==> src/rtl/lcd_write_driver_pkg.sv <==
// Shared definitions for the HD44780-style LCD write driver: FSM states,
// init sequence and the command codes that need the long execution wait.
package lcd_pkg;

  typedef enum logic [2:0] {
    ST_POWERUP   = 3'd0,
    ST_INIT_LOAD = 3'd1,
    ST_SETUP     = 3'd2,
    ST_E_HIGH    = 3'd3,
    ST_HOLD      = 3'd4,
    ST_WAIT      = 3'd5,
    ST_IDLE      = 3'd6
  } state_t;

  localparam int INIT_LEN = 7;

  // Entry 0 sits in the least significant byte.
  localparam logic [INIT_LEN-1:0][7:0] INIT_CMD = {
    8'h06, 8'h01, 8'h0C, 8'h38, 8'h38, 8'h38, 8'h38
  };

  localparam logic [7:0] CLEAR = 8'h01;
  localparam logic [7:0] HOME  = 8'h02;

  // Clear-class commands (rs=0, bits [7:1] zero) need the long execution wait.
  function automatic logic is_long_cmd(input logic rs, input logic [7:0] data);
    return (rs == 1'b0) && (data[7:1] == CLEAR[7:1]);
  endfunction

endpackage

==> src/rtl/lcd_write_driver_if.sv <==
// Byte handshake between the LCD text/tick logic (master) and the driver (slave).
interface lcd_write_driver_if;
  logic       in_valid;
  logic       in_ready;
  logic       in_rs;
  logic [7:0] in_data;

  modport master (output in_valid, output in_rs, output in_data, input in_ready);
  modport slave  (input in_valid, input in_rs, input in_data, output in_ready);
endinterface

==> src/rtl/lcd_write_driver_phase_timer.sv <==
// Phase length timer: loads a cycle count, counts down, and flags the last
// cycle of the phase. It parks at 1 rather than wrapping.
module lcd_phase_timer #(
  parameter int CNT_W = 8
) (
  input  logic             clk,
  input  logic             load,
  input  logic [CNT_W-1:0] load_val,
  output logic             done
);

  logic [CNT_W-1:0] cnt;

  always_ff @(posedge clk) begin
    if (load) begin
      cnt <= load_val;
    end else if (cnt > CNT_W'(1)) begin
      cnt <= cnt - CNT_W'(1);
    end
  end

  assign done = (cnt == CNT_W'(1));

endmodule

==> src/rtl/lcd_write_driver.sv <==
// HD44780 8-bit write driver: power-on init sequence, then open-loop timed
// command/data writes accepted over a valid/ready handshake.
module lcd_write_driver
  import lcd_pkg::*;
#(
  parameter int T_POWERUP_CYC  = 375000,
  parameter int T_SETUP_CYC    = 2,
  parameter int T_E_HIGH_CYC   = 12,
  parameter int T_HOLD_CYC     = 2,
  parameter int T_CMD_WAIT_CYC = 1000,
  parameter int T_CLR_WAIT_CYC = 41000
) (
  input  logic               clk,
  input  logic               rst,
  lcd_write_driver_if.slave  up,
  output logic               init_done,
  output logic               busy,
  output logic               lcd_rs,
  output logic               lcd_rw,
  output logic               lcd_e,
  output logic [7:0]         lcd_data
);

  localparam int T_MAX = (T_POWERUP_CYC > T_CLR_WAIT_CYC) ? T_POWERUP_CYC : T_CLR_WAIT_CYC;
  localparam int CNT_W = $clog2(T_MAX + 1);

  state_t           state, state_nxt;
  logic [2:0]       idx;
  logic             accept;
  logic             phase_done;
  logic             timer_load;
  logic [CNT_W-1:0] phase_len;
  logic [CNT_W-1:0] timer_val;

  assign lcd_rw = 1'b0;

  lcd_phase_timer #(.CNT_W(CNT_W)) u_timer (
    .clk      (clk),
    .load     (timer_load),
    .load_val (timer_val),
    .done     (phase_done)
  );

  always_ff @(posedge clk) begin
    if (rst) begin
      state <= ST_POWERUP;
    end else begin
      state <= state_nxt;
    end
  end

  always_comb begin
    state_nxt = state;
    case (state)
      ST_POWERUP:   if (phase_done) state_nxt = ST_INIT_LOAD;
      ST_INIT_LOAD: state_nxt = ST_SETUP;
      ST_SETUP:     if (phase_done) state_nxt = ST_E_HIGH;
      ST_E_HIGH:    if (phase_done) state_nxt = ST_HOLD;
      ST_HOLD:      if (phase_done) state_nxt = ST_WAIT;
      ST_WAIT: begin
        if (phase_done) begin
          state_nxt = (!init_done && (idx != 3'(INIT_LEN - 1))) ? ST_INIT_LOAD : ST_IDLE;
        end
      end
      ST_IDLE:      if (up.in_valid) state_nxt = ST_SETUP;
      default:      state_nxt = ST_POWERUP;
    endcase
  end

  // Every state change reloads the timer with the length of the phase being entered.
  always_comb begin
    up.in_ready = (state == ST_IDLE);
    busy        = (state != ST_IDLE);
    accept      = (state == ST_IDLE) && up.in_valid;
    case (state_nxt)
      ST_POWERUP: phase_len = CNT_W'(T_POWERUP_CYC);
      ST_SETUP:   phase_len = CNT_W'(T_SETUP_CYC);
      ST_E_HIGH:  phase_len = CNT_W'(T_E_HIGH_CYC);
      ST_HOLD:    phase_len = CNT_W'(T_HOLD_CYC);
      ST_WAIT:    phase_len = is_long_cmd(lcd_rs, lcd_data) ? CNT_W'(T_CLR_WAIT_CYC)
                                                            : CNT_W'(T_CMD_WAIT_CYC);
      default:    phase_len = CNT_W'(1);
    endcase
    timer_load = rst || (state_nxt != state);
    timer_val  = rst ? CNT_W'(T_POWERUP_CYC) : phase_len;
  end

  always_ff @(posedge clk) begin
    if (rst) begin
      lcd_e     <= 1'b0;
      lcd_rs    <= 1'b0;
      lcd_data  <= '0;
      init_done <= 1'b0;
      idx       <= '0;
    end else begin
      lcd_e <= (state_nxt == ST_E_HIGH);
      if (state == ST_INIT_LOAD) begin
        lcd_rs   <= 1'b0;
        lcd_data <= INIT_CMD[idx];
      end else if (accept) begin
        lcd_rs   <= up.in_rs;
        lcd_data <= up.in_data;
      end
      if ((state == ST_WAIT) && phase_done && !init_done) begin
        if (idx == 3'(INIT_LEN - 1)) begin
          init_done <= 1'b1;
        end else begin
          idx <= idx + 3'd1;
        end
      end
    end
  end

endmodule

==> src/flat_wrapper.sv <==
// flat-port wrapper written by rule: the top's interface ports become plain ports
module lcd_write_driver_flat import lcd_pkg::*;
#(
  parameter int T_POWERUP_CYC  = 375000,
  parameter int T_SETUP_CYC    = 2,
  parameter int T_E_HIGH_CYC   = 12,
  parameter int T_HOLD_CYC     = 2,
  parameter int T_CMD_WAIT_CYC = 1000,
  parameter int T_CLR_WAIT_CYC = 41000
)
  (clk, rst, init_done, busy, lcd_rs, lcd_rw, lcd_e, lcd_data, up_in_valid, up_in_rs, up_in_data, up_in_ready);
  lcd_write_driver_if up_i ();
  input  logic clk;
  input  logic rst;
  output logic init_done;
  output logic busy;
  output logic lcd_rs;
  output logic lcd_rw;
  output logic lcd_e;
  output logic [7:0] lcd_data;
  input wire logic [$bits(up_i.in_valid)-1:0] up_in_valid;
  input wire logic [$bits(up_i.in_rs)-1:0] up_in_rs;
  input wire logic [$bits(up_i.in_data)-1:0] up_in_data;
  output wire logic [$bits(up_i.in_ready)-1:0] up_in_ready;
  assign up_i.in_valid = up_in_valid;
  assign up_i.in_rs = up_in_rs;
  assign up_i.in_data = up_in_data;
  assign up_in_ready = up_i.in_ready;
  lcd_write_driver #(.T_POWERUP_CYC(T_POWERUP_CYC), .T_SETUP_CYC(T_SETUP_CYC), .T_E_HIGH_CYC(T_E_HIGH_CYC), .T_HOLD_CYC(T_HOLD_CYC), .T_CMD_WAIT_CYC(T_CMD_WAIT_CYC), .T_CLR_WAIT_CYC(T_CLR_WAIT_CYC)) u_core (.clk(clk), .rst(rst), .up(up_i), .init_done(init_done), .busy(busy), .lcd_rs(lcd_rs), .lcd_rw(lcd_rw), .lcd_e(lcd_e), .lcd_data(lcd_data));
endmodule
==> config.mk <==
export PLATFORM = sky130hd
export DESIGN_NAME = lcd_write_driver_flat
export DESIGN_NICKNAME = d
export VERILOG_FILES = /design/src/rtl/lcd_write_driver_pkg.sv /design/src/rtl/lcd_write_driver_if.sv /design/src/rtl/lcd_write_driver_phase_timer.sv /design/src/rtl/lcd_write_driver.sv /design/src/flat_wrapper.sv
export SDC_FILE = /design/constraint.sdc
export NUM_CORES = 1
export LEC_CHECK = 0
export BUFFER_PORTS_ARGS = -buffer_cell sky130_fd_sc_hd__buf_2
export CORE_ASPECT_RATIO = 0.8
export CORE_MARGIN = 4
export CORE_UTILIZATION = 35
export DETAILED_ROUTE_END_ITERATION = 10
export HOLD_SLACK_MARGIN = 0.1
export SYNTH_ARGS = -nofsm -noshare
export SYNTH_HDL_FRONTEND = slang
export SYNTH_SLANG_ARGS = --single-unit
==> constraint.sdc <==
create_clock -name clk -period 3.9 [get_ports clk]
set_clock_uncertainty 0.05 [all_clocks]
set_input_delay 0.39 -clock clk [delete_from_list [all_inputs] [get_ports clk]]
set_output_delay 0.39 -clock clk [all_outputs]
set_load 0.01 [all_outputs]
==> impl_metrics.csv <==
group,metric,value,unit
clocking,root_buffer,"clkbuf_8",
die,die_h,82.1,um
logic_synthesis,synthTopCellsByArea,"edfxtp_1 (24%), dfxtp_1 (18%), a21oi_1 (3.5%)",
clocking,clockBufferDepth,2,
grt,grt_overflow,0,
logic_synthesis,yosys_warnings,0,
die,ios,26,
worst_setup_path,cp.required,3.84,ns
place,post-place-ws,1.14,ns
timing,finalMaxSlewViolations,0,
finish,ff_latch_area,1010,sq um
timing,relSlewSlack,60.0,%
place,portBuffers,24,
grt,grt_util_all_layers,14.1,%
logic_synthesis,netlist_area,2400,sq um
worst_setup_path,crit_type,"reg -> reg",
clocking,cts.htree.levels,2,
clocking,cts_tree,"done",
logic_synthesis,synth_top_area_share,23.8,%
worst_setup_path,path_cells,"nor4_1 > and4b_1 > a311o_2 > a21oi_2 > o21ai_1 > buf_4",
logic_synthesis,ys_async_sr_fraction,0,%
worst_setup_path,worst-r2r-setup-slack,1.11,ns
clocking,clk_latency,0.29,ns
finish,area_growth,12.0,%
worst_setup_path,path_max_fanout,14,
die,num_rows,26,
detailed_routing,dr_total_vias,2014,
logic_synthesis,synth_edf_count,19,
logic_synthesis,syn_area_per_cell,9.57,sq um
detailed_routing,first_iter_violations,186,
grt,grt_pass1_wl,9.31,mm
clocking,worst_setup_hold_path_clk_slew,0.08,ns
place,dpl.hpwl,3.93,mm
power,power_density,294,nW/um^2
finish,nNetsFinal,291,
worst_setup_path,crit_slowest_cell,"nor4_1",
timing,clock.fmax,358,MHz
logic_synthesis,ys_seq_area_share,42.1,%
finish,multiInputGateArea,1280,sq um
die,design.core.area,6540,sq um
finish,fillCellCount,640,
detailed_routing,wl_per_cell,14.9,um
worst_setup_path,regToRegStartpoint,"u_core.u_timer.cnt[14]",
die,dieArea,8260,sq um
outcome,status,"completed",
grt,first_global_vias,1882,
timing,setup_viol,0,
timing,period_needed,2.79,ns
flow_run,maxCapViolCount,0,
clocking,cts-resized-gates,0,
worst_setup_path,critPathBufInv,1,
grt,grt_max_degree,22,
timing,rsz0062_at_grt,"false",
clocking,cts_made_buffers,5,
grt,antenna_found_initial,0,
logic_synthesis,synth_ff_type,"dfxtp_1",
die,dieWidth,101,um
detailed_routing,via_per_inst,5.59,
timing,tightest_slew,0.595,ns
finish,drive_above_1_share,19.9,%
worst_setup_path,max_stage_delay,0.53,ns
worst_setup_path,cp-endpoint,"u_core.u_timer.cnt[3]",
clocking,clock-sinks,41,
timing,finalSetupTns,0,ns
timing,finalWorstSetupSlack,1.11,ns
logic_synthesis,yosysTopAreaCell,"edfxtp_1",
worst_setup_path,start_kind,"register",
detailed_routing,first_pass_iters,4,
worst_setup_path,worstRegToRegCells,6,
logic_synthesis,yosys_register_bits,41,
worst_setup_path,cp.arrival,2.73,ns
timing,finalCritPeriodShare,71.6,%
detailed_routing,wl,5.37,mm
power,vdd_drop_max,0.000121,V
die,initial_core_util,36.7,%
worst_hold_path,holdCritPathClass,"in -> reg",
worst_setup_path,endpoint_kind,"register",
logic_synthesis,synth_cells,251,
worst_setup_path,cp.depth,6,
detailed_routing,postRouteAntennaNets,0,
clocking,postCtsSetupBuffers,0,
clocking,cts-hold-fix-buffers,0,
power,totalPowerFinal,0.790,mW
power,p_leak,1.04,nW
logic_synthesis,synth.distinct_cells,63,
place,dp.cells,352,
detailed_routing,drc,0,
timing,hold_violations,0,
place,gp_congestion,0.891,
logic_synthesis,synth.net_count,267,
finish,layoutNonFillerInstCount,360,
finish,diodes,0,
worst_setup_path,critPathTopFamily,"simple AND/OR/NAND/NOR gates",
worst_setup_path,reg2reg_to,"u_core.u_timer.cnt[3]",
worst_setup_path,startpoint,"u_core.u_timer.cnt[14]",
## worst min-delay path by stage
stage	start	to	cells past startpoint
finish	up_in_data[6]	u_core.lcd_data[6]	3
global route	up_in_data[6]	u_core.lcd_data[6]	3
CTS	up_in_data[6]	u_core.lcd_data[6]	3
detailed placement	u_core.lcd_data[7]	u_core.lcd_data[7]	2
global placement	u_core.lcd_data[7]	u_core.lcd_data[7]	2
floorplan	register	u_core.lcd_data[0]	2
## Yosys cell counts, drive strengths merged, types with 5 or more instances
cell	number
a21oi	17
a31oi	5
and2	5
buf	7
clkbuf	7
dfxtp	22
edfxtp	19
inv	9
mux2i	8
nand2	16
nand3	13
nor2	16
nor3	11
nor4	6
o211ai	7
o21ai	6
xnor2	8
xor2	8
## layout make-up
type / count / area share (%)
Tap cell: 84 / 3.91
Sequential cell: 41 / 37.6
Inverter: 9 / 1.26
Clock inverter: 3 / 0.605
Timing Repair Buffer: 31 / 6.42
Clock buffer: 5 / 2.56
Multi-Input combinational cell: 187 / 47.7
## routing by layer
metal / GRT usage (%) / part of all wire (%) / vias to the layer above
met5: 0 / 0 / -
met4: 4.98 / 1.2 / 0
met3: 2.38 / 3.8 / 4
met2: 20.2 / 45 / 48
met1: 20.9 / 50 / 964
li1: - / - / 998
## per-stage QoR
stage / hold slack (ns) / instance area [sq um] / utilization [%]
floorplan: 0.412 / 2400 / -
global placement: 0.424 / 2600 / 39.8
detailed placement: 0.421 / 2600 / 39.8
CTS: 0.308 / 2690 / 41.1
global route: 0.309 / 2690 / 41.1
finish: 0.319 / 2690 / 41.1
## layout by cell type (no fill, tap or decap), types with 2 or more instances in the layout
| cell | n |
|---|---|
| and4_1 | 2 |
| dfxtp_1 | 22 |
| a311oi_1 | 4 |
| or4_1 | 3 |
| buf_4 | 7 |
| o211ai_1 | 7 |
| or3_1 | 2 |
| nor3_1 | 10 |
| clkbuf_8 | 5 |
| a31oi_1 | 5 |
| nand2_1 | 16 |
| nor2b_1 | 3 |
| and2_1 | 5 |
| a21oi_1 | 16 |
| or2_2 | 2 |
| nor2_1 | 16 |
| xnor2_1 | 8 |
| clkinv_2 | 2 |
| inv_1 | 8 |
| edfxtp_1 | 19 |
| o21ai_0 | 5 |
| nand3_1 | 12 |
| mux2_2 | 3 |
| ha_1 | 4 |
| xor2_1 | 8 |
| a22oi_1 | 3 |
| nand2b_1 | 3 |
| buf_2 | 24 |
| and3_1 | 4 |
| nor4_1 | 5 |
| mux2i_1 | 8 |
## worst reg2reg max path, delay by kind of cell, from the launching register on
kind                   cells  cell delay (ns)
and+or+nand+nor            2             1.01
DFF                        1             0.46
buffers and inverters      1             0.33
AOI/OAI and AO/OA          3             0.64
## cells by family (layout without fill, tap and decap cells)
logic type	count (synthesis)	in the layout	share of synthesized area, %
flops	41	41	42.1
mux	11	11	4.74
xor+xnor	16	16	5.84
compound gates	61	61	18.1
fa+ha+maj	4	4	2.08
other cells	1	1	0.156
simple gates	94	94	22.3
buf+inv	23	48	4.69
## where the power goes
| part | switching (mW) | internal [mW] |
|---|---|---|
| sequential | 0.00978 | 0.456 |
| clock | 0.146 | 0.124 |
| combinational | 0.0293 | 0.0245 |
| total | 0.185 | 0.605 |
(Power assumes the default switching activity.)
